File: src/rtl/uart_tx_periph_if.sv
`default_nettype none
// ============================================================================
// Module      : uart_tx_periph_if
// Description : CPU data-bus bundle seen by the UART transmitter peripheral.
//               master : CPU side, drives address/strobes/store data and
//                        receives load data.
//               slave  : peripheral side, samples the bus and returns rdata.
//   addr     [31:0] byte address
//   MemWrite        store strobe
//   MemRead         load strobe
//   wdata    [31:0] store data
//   rdata    [31:0] load data (combinational from the peripheral)
// Revision    : 1.0 - initial release
// ============================================================================
interface uart_tx_periph_if;
    logic [31:0] addr;
    logic        MemWrite;
    logic        MemRead;
    logic [31:0] wdata;
    logic [31:0] rdata;

    modport master (
        output addr,
        output MemWrite,
        output MemRead,
        output wdata,
        input  rdata
    );

    modport slave (
        input  addr,
        input  MemWrite,
        input  MemRead,
        input  wdata,
        output rdata
    );
endinterface
`default_nettype wire

File: src/rtl/uart_tx_periph.sv
`default_nettype none
// ============================================================================
// Module      : uart_tx_periph
// Description : Memory-mapped 8N1 UART transmitter.
//               0x18 UART_TXD (write-only) : store loads wdata[7:0]
//               0x20 UART_CON (read-only)  : [5] parity capability,
//                   [4] tx_busy, [2] tx_done (sticky), [1] overrun (sticky)
//               A UART_CON load clears the sticky bits in the next cycle.
//               Optional: define UART_TX_PARITY_EN to append an even-parity
//               bit after the data bits (and report bit5 = 1).
// Ports       : clk, reset (sync, active-high)
//               bus      - uart_tx_periph_if.slave data-bus bundle
//               tx       - serial output, idle high
//               tx_busy  - frame in progress
// Revision    : 1.0 - initial release
// ============================================================================
module uart_tx_periph #(
    parameter int          BAUD_DIV  = 10416,
    parameter logic [31:0] BASE_ADDR = 32'h4000_0000
) (
    input  wire                      clk,
    input  wire                      reset,
    uart_tx_periph_if.slave          bus,
    output logic                     tx,
    output logic                     tx_busy
);

    localparam int                   c_cnt_w   = $clog2(BAUD_DIV);
    localparam logic [c_cnt_w-1:0]   c_cnt_max = c_cnt_w'(BAUD_DIV - 1);
    localparam logic [7:0]           c_off_txd = 8'h18;
    localparam logic [7:0]           c_off_con = 8'h20;

`ifdef UART_TX_PARITY_EN
    localparam logic c_parity_cap = 1'b1;
    typedef enum logic [2:0] {
        ST_IDLE   = 3'd0,
        ST_START  = 3'd1,
        ST_DATA   = 3'd2,
        ST_STOP   = 3'd3,
        ST_PARITY = 3'd4
    } state_t;
`else
    localparam logic c_parity_cap = 1'b0;
    typedef enum logic [1:0] {
        ST_IDLE  = 2'd0,
        ST_START = 2'd1,
        ST_DATA  = 2'd2,
        ST_STOP  = 2'd3
    } state_t;
`endif

    state_t               r_state;
    logic [c_cnt_w-1:0]   r_baud_cnt;
    logic [2:0]           r_bit_idx;
    logic [7:0]           r_shift;
    logic                 r_tx;
    logic                 r_done;
    logic                 r_overrun;
`ifdef UART_TX_PARITY_EN
    logic                 r_parity;
`endif

    state_t               w_state_nxt;
    logic [c_cnt_w-1:0]   w_cnt_nxt;
    logic [2:0]           w_bit_nxt;
    logic [7:0]           w_shift_nxt;
    logic                 w_tx_nxt;
    logic                 w_done_set;
    logic                 w_page_hit;
    logic                 w_txd_wr;
    logic                 w_con_rd;
    logic                 w_busy;
    logic                 w_baud_end;
    logic [31:0]          w_rdata;
    logic                 w_unused_bits;

    assign w_page_hit = (bus.addr[31:8] == BASE_ADDR[31:8]);
    assign w_txd_wr   = bus.MemWrite && w_page_hit && (bus.addr[7:0] == c_off_txd);
    assign w_con_rd   = bus.MemRead  && w_page_hit && (bus.addr[7:0] == c_off_con);
    // Busy covers the whole frame including the last stop-bit cycle, so a
    // store landing on that cycle is still counted as an overrun.
    assign w_busy     = (r_state != ST_IDLE);
    assign w_baud_end = (r_baud_cnt == c_cnt_max);
    assign w_unused_bits = ^bus.wdata[31:8];

    // ------------------------------------------------------------------
    // State register
    // ------------------------------------------------------------------
    always_ff @(posedge clk) begin
        if (reset) begin
            r_state    <= ST_IDLE;
            r_baud_cnt <= '0;
            r_bit_idx  <= 3'd0;
            r_shift    <= 8'd0;
            r_tx       <= 1'b1;
            r_done     <= 1'b0;
            r_overrun  <= 1'b0;
        end else begin
            r_state    <= w_state_nxt;
            r_baud_cnt <= w_cnt_nxt;
            r_bit_idx  <= w_bit_nxt;
            r_shift    <= w_shift_nxt;
            r_tx       <= w_tx_nxt;
            // Set wins over the clearing read in the same cycle.
            r_done     <= w_done_set | (r_done & ~w_con_rd);
            r_overrun  <= (w_txd_wr & w_busy) | (r_overrun & ~w_con_rd);
        end
    end

`ifdef UART_TX_PARITY_EN
    // Parity is captured with the byte because the shift register is
    // consumed while the data bits go out.
    always_ff @(posedge clk) begin
        if (reset) begin
            r_parity <= 1'b0;
        end else if (w_txd_wr && !w_busy) begin
            r_parity <= ^bus.wdata[7:0];
        end
    end
`endif

    // ------------------------------------------------------------------
    // Next-state logic. tx is registered, so the value computed here for
    // a transition is what the line shows in the first cycle of the new
    // bit.
    // ------------------------------------------------------------------
    always_comb begin
        w_state_nxt = r_state;
        w_cnt_nxt   = r_baud_cnt;
        w_bit_nxt   = r_bit_idx;
        w_shift_nxt = r_shift;
        w_tx_nxt    = r_tx;
        w_done_set  = 1'b0;

        if (r_state != ST_IDLE) begin
            w_cnt_nxt = w_baud_end ? '0 : r_baud_cnt + 1'b1;
        end

        case (r_state)
            ST_IDLE: begin
                w_tx_nxt = 1'b1;
                if (w_txd_wr) begin
                    w_state_nxt = ST_START;
                    w_cnt_nxt   = '0;
                    w_bit_nxt   = 3'd0;
                    w_shift_nxt = bus.wdata[7:0];
                    w_tx_nxt    = 1'b0;
                end
            end
            ST_START: begin
                if (w_baud_end) begin
                    w_state_nxt = ST_DATA;
                    w_tx_nxt    = r_shift[0];
                end
            end
            ST_DATA: begin
                if (w_baud_end) begin
                    if (r_bit_idx == 3'd7) begin
`ifdef UART_TX_PARITY_EN
                        w_state_nxt = ST_PARITY;
                        w_tx_nxt    = r_parity;
`else
                        w_state_nxt = ST_STOP;
                        w_tx_nxt    = 1'b1;
`endif
                        w_bit_nxt   = 3'd0;
                    end else begin
                        w_bit_nxt   = r_bit_idx + 3'd1;
                        w_shift_nxt = {1'b0, r_shift[7:1]};
                        w_tx_nxt    = r_shift[1];
                    end
                end
            end
`ifdef UART_TX_PARITY_EN
            ST_PARITY: begin
                if (w_baud_end) begin
                    w_state_nxt = ST_STOP;
                    w_tx_nxt    = 1'b1;
                end
            end
`endif
            ST_STOP: begin
                w_tx_nxt = 1'b1;
                if (w_baud_end) begin
                    w_state_nxt = ST_IDLE;
                    w_done_set  = 1'b1;
                end
            end
            default: begin
                w_state_nxt = ST_IDLE;
                w_cnt_nxt   = '0;
                w_tx_nxt    = 1'b1;
            end
        endcase
    end

    // ------------------------------------------------------------------
    // Load data
    // ------------------------------------------------------------------
    always_comb begin
        w_rdata = 32'd0;
        if (w_con_rd) begin
            w_rdata = {26'd0, c_parity_cap, w_busy, 1'b0, r_done, r_overrun, 1'b0};
        end
    end

    assign bus.rdata = w_rdata;
    assign tx        = r_tx;
    assign tx_busy   = w_busy;

endmodule
`default_nettype wire

File: src/flat_wrapper.sv
// flat-port wrapper written by rule: the top's interface ports become plain ports
module uart_tx_periph_flat 
#(
    parameter int          BAUD_DIV  = 10416,
    parameter logic [31:0] BASE_ADDR = 32'h4000_0000
)
  (clk, reset, tx, tx_busy, bus_addr, bus_MemWrite, bus_MemRead, bus_wdata, bus_rdata);
  uart_tx_periph_if bus_i ();
  input  wire clk;
  input  wire reset;
  output logic tx;
  output logic tx_busy;
  input wire logic [$bits(bus_i.addr)-1:0] bus_addr;
  input wire logic [$bits(bus_i.MemWrite)-1:0] bus_MemWrite;
  input wire logic [$bits(bus_i.MemRead)-1:0] bus_MemRead;
  input wire logic [$bits(bus_i.wdata)-1:0] bus_wdata;
  output wire logic [$bits(bus_i.rdata)-1:0] bus_rdata;
  assign bus_i.addr = bus_addr;
  assign bus_i.MemWrite = bus_MemWrite;
  assign bus_i.MemRead = bus_MemRead;
  assign bus_i.wdata = bus_wdata;
  assign bus_rdata = bus_i.rdata;
  uart_tx_periph #(.BAUD_DIV(BAUD_DIV), .BASE_ADDR(BASE_ADDR)) u_core (.clk(clk), .reset(reset), .bus(bus_i), .tx(tx), .tx_busy(tx_busy));
endmodule
File: config.mk
export PLATFORM = sky130hd
export DESIGN_NAME = uart_tx_periph_flat
export DESIGN_NICKNAME = d
export VERILOG_FILES = /design/src/rtl/uart_tx_periph_if.sv /design/src/rtl/uart_tx_periph.sv /design/src/flat_wrapper.sv
export SDC_FILE = /design/constraint.sdc
export NUM_CORES = 1
export LEC_CHECK = 0
export ABC_CLOCK_PERIOD_IN_PS = 2200
export BUFFER_PORTS_ARGS = -buffer_cell sky130_fd_sc_hd__buf_4
export CAP_MARGIN = 20
export CORE_MARGIN = 5
export CORE_UTILIZATION = 47
export CTS_BUF_LIST = sky130_fd_sc_hd__clkbuf_4
export DETAILED_ROUTE_END_ITERATION = 16
export GPL_TIMING_DRIVEN = 1
export PLACE_DENSITY = 0.86
export SLEW_MARGIN = 5
export SYNTH_ARGS = -nofsm -noshare
export SYNTH_HDL_FRONTEND = slang
export SYNTH_SLANG_ARGS = --single-unit
File: constraint.sdc
create_clock -name clk -period 2.2 [get_ports clk]
set_input_delay 0.11 -clock clk [delete_from_list [all_inputs] [get_ports clk]]
set_output_delay 0.11 -clock clk [all_outputs]
set_load 0.02 [all_outputs]
== Word level (Yosys, flattened, before mapping) ==
Cells that the tools add are included.

* Register bits: 30
* Output and inout port bits: 34
* Logic and storage cells: 66

* Add/subtract/negate cells: 2
* Equality and inequality tests: 14
* Muxes and demuxes: 26
* Bitwise logic cells: 6
* Reductions and logical operators: 11

{| class="wikitable"
|+ Operators with widths
! operator !! count
|-
| $mux 14 || 4
|-
| $eq 24x23->1 const B || 1
|-
| $mux 8 || 3
|-
| $pmux 8 s2 || 1
|-
| $add 14x1->14 const B || 1
|-
| $eq 14x14->1 const B || 1
|-
| $mux 2 || 5
|-
| $ne 2x1->1 const B || 5
|-
| $mux 3 || 3
|-
| $eq 8x5->1 const B || 1
|-
| $eq 8x6->1 const B || 1
|-
| $pmux 2 s4 || 1
|-
| $mux 1 || 6
|-
| $pmux 3 s2 || 1
|-
| $mux 5 || 1
|-
| $reduce_and 5->1 || 1
|-
| $eq 2x2->1 const B || 2
|-
| $logic_and 1x1->1 || 4
|-
| $pmux 1 s4 || 1
|-
| $reduce_and 4->1 || 1
|-
| $reduce_bool 2->1 || 2
|-
| $add 3x1->3 const B || 1
|-
| $and 1x1->1 || 3
|-
| $eq 3x3->1 const B || 1
|-
| other kinds (7) || 8
|}

== Depth between registers and ports, before layout ==
Gate-level depths: netlist of the first run.

* Depth after elaboration: 6
* Depth in mapped cells: 8
* Gate-level depth less buffers: 7

== Worst setup path after synthesis of the first run ==
OpenSTA, ideal clock, no wires.

* Kind: register to register
* Start point: register u_core.r_baud_cnt[0]
* End point: register u_core.r_baud_cnt[13]
* Setup time: 91 ps
* Arrival time: 1904 ps
* Slack: 205 ps
* Cell stages (with the launch flop): 9
* Buffers on the path: 2
* Clock period less this slack: 1995 ps
* Path through: dfxtp_1 > ha_1 > and4_1 > and4_1 > clkbuf_1 > nor2_1 > buf_2 > o21ai_0 > a311oi_1

* Cells in the longest elaborated chain, start to end: 5
* Elaborated cells between the ends (all ways): 6
* Those cells by class: add/sub (1); eq/ne (1); mux (4)

{| class="wikitable"
|+ Ends and longest elaborated chain
! item !! RTL line !! RTL
|-
| start: declaration || uart_tx_periph.sv:53 || <nowiki>logic [c_cnt_w-1:0] r_baud_cnt;</nowiki>
|-
| start signal: assignment || uart_tx_periph.sv:100 || <nowiki>r_baud_cnt <= w_cnt_nxt;</nowiki>
|-
| $add 14x1->14 or $eq 14x14->1 (tied branches) || uart_tx_periph.sv:136, uart_tx_periph.sv:83 ||
|-
| $mux 14 * || uart_tx_periph.sv:136 || <nowiki>w_cnt_nxt = w_baud_end ? '0 : r_baud_cnt + 1'b1;</nowiki>
|-
| $mux 14 * || uart_tx_periph.sv:135 || <nowiki>if (r_state != ST_IDLE) begin</nowiki>
|-
| $mux 14 || uart_tx_periph.sv:142 || <nowiki>if (w_txd_wr) begin</nowiki>
|-
| $mux 14 * || uart_tx_periph.sv:139 || <nowiki>case (r_state)</nowiki>
|}

Every way passes the cells marked *; elsewhere a longest branch is shown, timed or not.
A chain may end at the register's enable or synchronous reset.

== Worst setup path in the final report of the first run ==
* Start point: register u_core.r_baud_cnt[0]
* End point: register u_core.r_bit_idx[0]

* Cells in the longest elaborated chain, start to end: 3

{| class="wikitable"
|+ Ends and longest elaborated chain
! item !! RTL line !! RTL
|-
| $eq 14x14->1 || uart_tx_periph.sv:83 || <nowiki>assign w_baud_end = (r_baud_cnt == c_cnt_max);</nowiki>
|-
| $ne 2x1->1 (no line) || -- ||
|-
| $reduce_and 3->1 (no line) || -- ||
|-
| end signal: assignment || uart_tx_periph.sv:101 || <nowiki>r_bit_idx <= w_bit_nxt;</nowiki>
|-
| end: declaration || uart_tx_periph.sv:54 || <nowiki>logic [2:0] r_bit_idx;</nowiki>
|}

No other way between the ends.

==> results of run 1 <==
[area by class of cell]
cell class	instances	area (um2)	area share [%]
Sequential cell	30	601	25.4
Clock buffer	5	37.5	1.58
Multi-Input combinational cell	189	1200	50.6
Inverter	6	22.5	0.951
Timing Repair Buffer	59	443	18.7
Clock inverter	1	3.75	0.158
Tap cell	50	62.6	2.64
[routing by layer]
metal | vias to the layer above | track usage (%) | share of wire, %
met3 | 7 | 3.34 | 5.5
met2 | 55 | 29.6 | 52
met5 | - | 0 | 0
li1 | 936 | - | -
met1 | 872 | 19.9 | 41
met4 | 0 | 7.71 | 1.4
[sequential cells by signal, indices dropped and copies added (netlist names)]
signal             flops
u_core.r_baud_cnt     14
u_core.r_shift         8
u_core.r_bit_idx       3
u_core.r_state         2
u_core.r_done          1
u_core.r_overrun       1
u_core.tx              1
[per-stage QoR]
step	worst slack [ns]	util, %	hold WS [ns]	power (mW)	cells
floorplan	0.205	-	0.280	1.02	268
global placement	0.121	57.3	0.404	1.15	334
detailed placement	0.0969	57.3	0.417	1.17	334
CTS	0.0762	58.3	0.0497	1.46	340
global route	0.0393	58.4	0.0652	1.56	340
finish	0.190	58.4	0.0600	1.45	340
[kinds of logic (layout without fill, tap and decap cells)]
group           after synthesis  after routing
buf+inv                      49             71
other cells                   1             29
compound gates               64             64
fa+ha+maj                     7              7
simple gates                 80             80
xor+xnor                      1              1
flops                        30             30
mux                           8              8
[Yosys cell counts (6+ instances only)]
cell type | number | area share [%]
nor2_1 | 21 | 4.0
dfxtp_1 | 30 | 30
ha_1 | 7 | 4.4
clkbuf_1 | 9 | 1.7
nand3_1 | 8 | 2.0
o21ai_0 | 11 | 2.8
a311oi_1 | 17 | 7.5
mux2i_1 | 8 | 4.0
inv_1 | 6 | 1.1
nor3_1 | 7 | 1.8
buf_4 | 30 | 11
a21oi_1 | 21 | 5.3
nand2_1 | 14 | 2.6
[where the power goes]
part           internal [mW]  switching (mW)  leakage, nW
sequential             0.596          0.0344        0.242
clock                  0.109           0.182       0.0246
combinational          0.219           0.313        0.660
[worst reg2reg max path: stages, from the launching register on]
cell and delay [ns]:
dfxtp_1 0.40, ha_1 0.24, and4_1 0.23, and4_2 0.36
a21oi_1 0.15, or4_1 0.42, a21oi_1 0.15
[final timing paths]
| path | start | to | slack [ns] | depth (start not counted) |
|---|---|---|---|---|
| setup reg to reg | u_core.r_baud_cnt[0]$_SDFF_PP0_ | u_core.r_bit_idx[0]$_SDFFE_PP0P_ | 0.19 | 6 |
| setup / recovery | u_core.r_baud_cnt[0]$_SDFF_PP0_ | u_core.r_bit_idx[0]$_SDFFE_PP0P_ | 0.19 | 6 |
| hold / removal | bus_wdata[7] | u_core.r_shift[7]$_SDFFE_PP0P_ | 0.06 | 3 |
| hold reg to reg | u_core.r_bit_idx[2]$_SDFFE_PP0P_ | u_core.r_bit_idx[2]$_SDFFE_PP0P_ | 0.49 | 2 |
==> results.cfg, run 1 <==
[yosys]
synth-compound-area-share_pct = 21.8
yosysSeqAreaShare_pct = 30.1
netlist_instances = 240
synthDistinctLibCells = 42
yosys.area_share.simple_pct = 23.9
synth_top_family_by_area = simple AND/OR/NAND/NOR gates
syn_avg_cell_area_um2 = 8.30
synth_area_mm2 = 0.00199
synth_edf_count = 0
synth-seq-cells = 30
synthAdderAreaFrac_pct = 4.39
synth_xor_area_share_pct = 0.439
synthArstFlopShare_pct = 0
synth.mux.area_fraction_pct = 4.02
yosys_warnings = 0
ys.flop_type = dfxtp_1

[die]
die-area_mm2 = 0.00564
pin_count = 102
die_x_um = 75.1
rows = 23
core-area_mm2 = 0.00406
die_h_um = 75.1
floorplan.initialDensity_pct = 49.1

[route]
wl_per_cell_um = 13.4
dr.first_iter.drc_count = 139
dr.pass1.iters = 4
ant_nets = 0
vias = 1870
drcViolationCount = 0
wirelength_mm = 4.55
vias_per_cell = 5.50

[status]
run_status = completed

[timing]
hold_viol_final = 0
period_share_pct = 91.4
setup_viol = 0
fmax_ghz = 0.498
rsz0062_at_grt = false
slew_viol_final = 0
layout_min_cycle_time_ns = 2.01
fin_setup_tns_ns = 0
finClkSkew_ns = 0.00188

[layout]
nets = 366
finalInstanceArea_mm2 = 0.00237
diodes = 0
fillerInstances = 374
final_common_cell = buf_4
final_cell_mix = 59 x buf_4, 30 x dfxtp_1, 29 x conb_1, 21 x nor2_1, 21 x a21oi_1
areaGrowthSynthToFinish_pct = 18.8
drive_gt1_share_pct = 26.2

[critical_path]
cp-end-kind = register
crit_chain = ha_1 -> and4_1 -> and4_2 -> a21oi_1 -> or4_1 -> a21oi_1
critical_path_class = reg -> reg
start_kind = register
worst-endpoint-required_ns = 2.47
critPathSlowestCell = or4_1
crit_path_frequent_cell = a21oi_1
crit_family = simple AND/OR/NAND/NOR gates
path_buf_inv = 0
critPathArrivalTime_ns = 2.28
crit_fanout = 9
slowest_delay_ns = 0.42

[clock_network]
cts-root-buf = clkbuf_4
insertion_delay_ns = 0.33
cts_buffers = 5
clock_path_buffers = 2
cts_resized = 0
cts_tree = done
htree_levels = 2
cts_setup_buffers = 0
hold_buffers = 0
path_clk_slew_ns = 0.09
clock_sinks = 30

[global_route]
track_usage_pct = 16.9
grt_overflow = 0
antenna_found_initial = 0
grt_pass1_vias = 1653
grt_first_pass_wirelength_mm = 7.39
grt_max_degree = 33

[place]
port_buffers = 48
dpl.hpwl_mm = 3.49
place.gp.congestion = 0.768
placed_area_mm2 = 0.00232

[pwr]
powerDensity_mw_per_mm2 = 614
leakagePower_nw = 0.926
ir_drop_v = 0.000420

[job]
drv_cap = 0

[min_path]
min_path_type = in -> reg
Power figures use the tool's default switching activity.
==> run 2, diff against run 1 <==
--- a/config.mk
+++ b/config.mk
@@ -8,12 +8,14 @@
 export ABC_CLOCK_PERIOD_IN_PS = 2200
 export BUFFER_PORTS_ARGS = -buffer_cell sky130_fd_sc_hd__buf_4
 export CAP_MARGIN = 20
+export CELL_PAD_IN_SITES_DETAIL_PLACEMENT = 1
+export CELL_PAD_IN_SITES_GLOBAL_PLACEMENT = 1
 export CORE_MARGIN = 5
-export CORE_UTILIZATION = 47
+export CORE_UTILIZATION = 33
 export CTS_BUF_LIST = sky130_fd_sc_hd__clkbuf_4
 export DETAILED_ROUTE_END_ITERATION = 16
 export GPL_TIMING_DRIVEN = 1
-export PLACE_DENSITY = 0.86
+export PLACE_DENSITY = 0.87
 export SLEW_MARGIN = 5
 export SYNTH_ARGS = -nofsm -noshare
 export SYNTH_HDL_FRONTEND = slang
==> results.cfg, run 2 (synthesis results as in run 1) <==
[route]
vias = 1923
dr.pass1.iters = 4
wirelength_mm = 5.51
dr.first_iter.drc_count = 91
ant_nets = 0
wl_per_cell_um = 15.0
vias_per_cell = 5.24
drcViolationCount = 0

[critical_path]
critPathArrivalTime_ns = 2.32
cp-endpoint = u_core.r_bit_idx[0]$_SDFFE_PP0P_
critPathLaunch = u_core.r_baud_cnt[0]$_SDFF_PP0_
crit_chain = ha_1 -> and4_1 -> and4_2 -> a21oi_1 -> or4_1 -> a21oi_1
reg2reg_to = u_core.r_bit_idx[0]$_SDFFE_PP0P_
timing.rr.start = u_core.r_baud_cnt[0]$_SDFF_PP0_
crit_path_frequent_cell = a21oi_1
ff2ff_setup_slack_ns = 0.17
critPathSlowestCell = dfxtp_1
slowest_delay_ns = 0.42
cp-end-kind = register
worst-endpoint-required_ns = 2.48
critical_path_class = reg -> reg
ff2ff_path_depth = 6
crit_fanout = 7
start_kind = register

[layout]
diodes = 0
nets = 366
largestRegisters = u_core.r_baud_cnt x14, u_core.r_shift x8, u_core.r_bit_idx x3
final_common_cell = buf_4
finalInstanceArea_mm2 = 0.00245
drive_gt1_share_pct = 27.1
areaGrowthSynthToFinish_pct = 23.0
final_cell_mix = 58 x buf_4, 30 x dfxtp_1, 29 x conb_1, 21 x nor2_1, 21 x a21oi_1
fillerInstances = 757
largest_register_ff_count = 14
final_cells = 367
regMostFlops = u_core.r_baud_cnt

[clock_network]
cts_tree = done
hold_buffers = 0
insertion_delay_ns = 0.34
htree_levels = 2
path_clk_slew_ns = 0.10
cts-root-buf = clkbuf_4
clock_path_buffers = 2
cts_buffers = 5
clock_sinks = 30

[die]
die_h_um = 87.7
rows = 28
core-area_mm2 = 0.00589
die-area_mm2 = 0.00769
pin_count = 102
die_x_um = 87.7
floorplan.initialDensity_pct = 33.9

[place]
place.gp.congestion = 0.772
port_buffers = 48
placed_area_mm2 = 0.00237
post-place-cells = 359
dpl.hpwl_mm = 4.27

[job]
drv_cap = 0

[timing]
hold_viol_final = 0
fmax_ghz = 0.492
finClkSkew_ns = 0.00795
rsz0062_at_grt = false
layout_min_cycle_time_ns = 2.03
setup_viol = 0
fin_setup_tns_ns = 0
slew_viol_final = 0
period_share_pct = 92.4

[pwr]
power_mw = 1.65
powerDensity_mw_per_mm2 = 672
clkPwrFrac_pct = 27.2
combPwrFrac_pct = 34.7
ir_drop_v = 0.000402
leakagePower_nw = 0.953
pwr-share-seq_pct = 38.1
swShare_pct = 35.4
p_int_mw = 1.06
p_switching_mw = 0.584

[global_route]
grt_overflow = 0
antenna_found_initial = 0
grt_first_pass_wirelength_mm = 8.74
grt_max_degree = 33
grt_pass1_vias = 1912
track_usage_pct = 14.1

[status]
run_status = completed

[min_path]
min_path_type = in -> reg
hp-start = bus_wdata[7]
-- run 2: cell types whose count changed in the layout (fill, tap and decap cells not counted) --
cell,before,now
a21o_1,0,1
a21o_2,1,0
buf_12,0,1
buf_4,59,58
bufinv_16,0,1
clkinv_1,1,0
clkinv_2,0,2
nor3_1,7,6
nor3_2,0,1
-- run 2: worst min path at each step --
stage	endpoint	slack [ns]	cells past startpoint
finish	u_core.r_shift[7]$_SDFFE_PP0P_	0.04	3
global route	u_core.r_shift[7]$_SDFFE_PP0P_	0.06	3
CTS	u_core.r_shift[7]$_SDFFE_PP0P_	0.04	3
detailed placement	u_core.r_shift[7]$_SDFFE_PP0P_	0.41	3
global placement	u_core.r_shift[7]$_SDFFE_PP0P_	0.41	3
floorplan	u_core.r_shift[7]$_SDFFE_PP0P_	0.28	2
-- run 2: area by class of cell --
type | count | area [um2] | area share (%)
timing repair buffer | 59 | 455 | 18.6
inverter | 6 | 22.5 | 0.918
clock inverter | 3 | 40.0 | 1.63
sequential | 30 | 601 | 24.5
clock buffer | 5 | 37.5 | 1.53
multi-input combinational | 189 | 1200 | 49.0
tap | 75 | 93.8 | 3.83
-- run 2: per-layer routing --
metal	vias up	GRT usage (%)	wire, um
li1	940	-	-
met1	926	16.2	2310
met2	49	26.0	2890
met3	8	3.20	246
met4	0	4.32	63
met5	-	0	0
-- run 2: power groups by stage --
| stage | clock, mW | combinational [mW] | sequential (mW) |
|---|---|---|---|
| final | 0.448 | 0.573 | 0.628 |
| after global routing | 0.478 | 0.631 | 0.636 |
| after CTS | 0.459 | 0.572 | 0.629 |
| after detailed placement | 0 | 0.568 | 0.642 |
| after global placement | 0 | 0.543 | 0.639 |
| after floorplan | 0 | 0.383 | 0.640 |
-- run 2: repair_timing --
item / in CTS / in global routing
endpoints found under the setup margin: 0 / 7
resized for setup: 0 / 2
buffers inserted: 0 / 0
-- run 2: metrics by stage --
stage | util (%) | hold slack (ns) | setup WS [ns]
CTS | 41.6 | 0.0378 | 0.0928
detailed placement | 40.2 | 0.410 | 0.122
global route | 41.7 | 0.0625 | 0.0216
floorplan | - | 0.280 | 0.205
global placement | 40.2 | 0.408 | 0.193
finish | 41.7 | 0.0431 | 0.166
-- run 2: critical path, delay by kind of cell (launching register included) --
kind,cells,cell delay (ns)
flops,1,0.42
fa+ha+maj,1,0.25
simple gates,3,0.99
compound gates,2,0.30
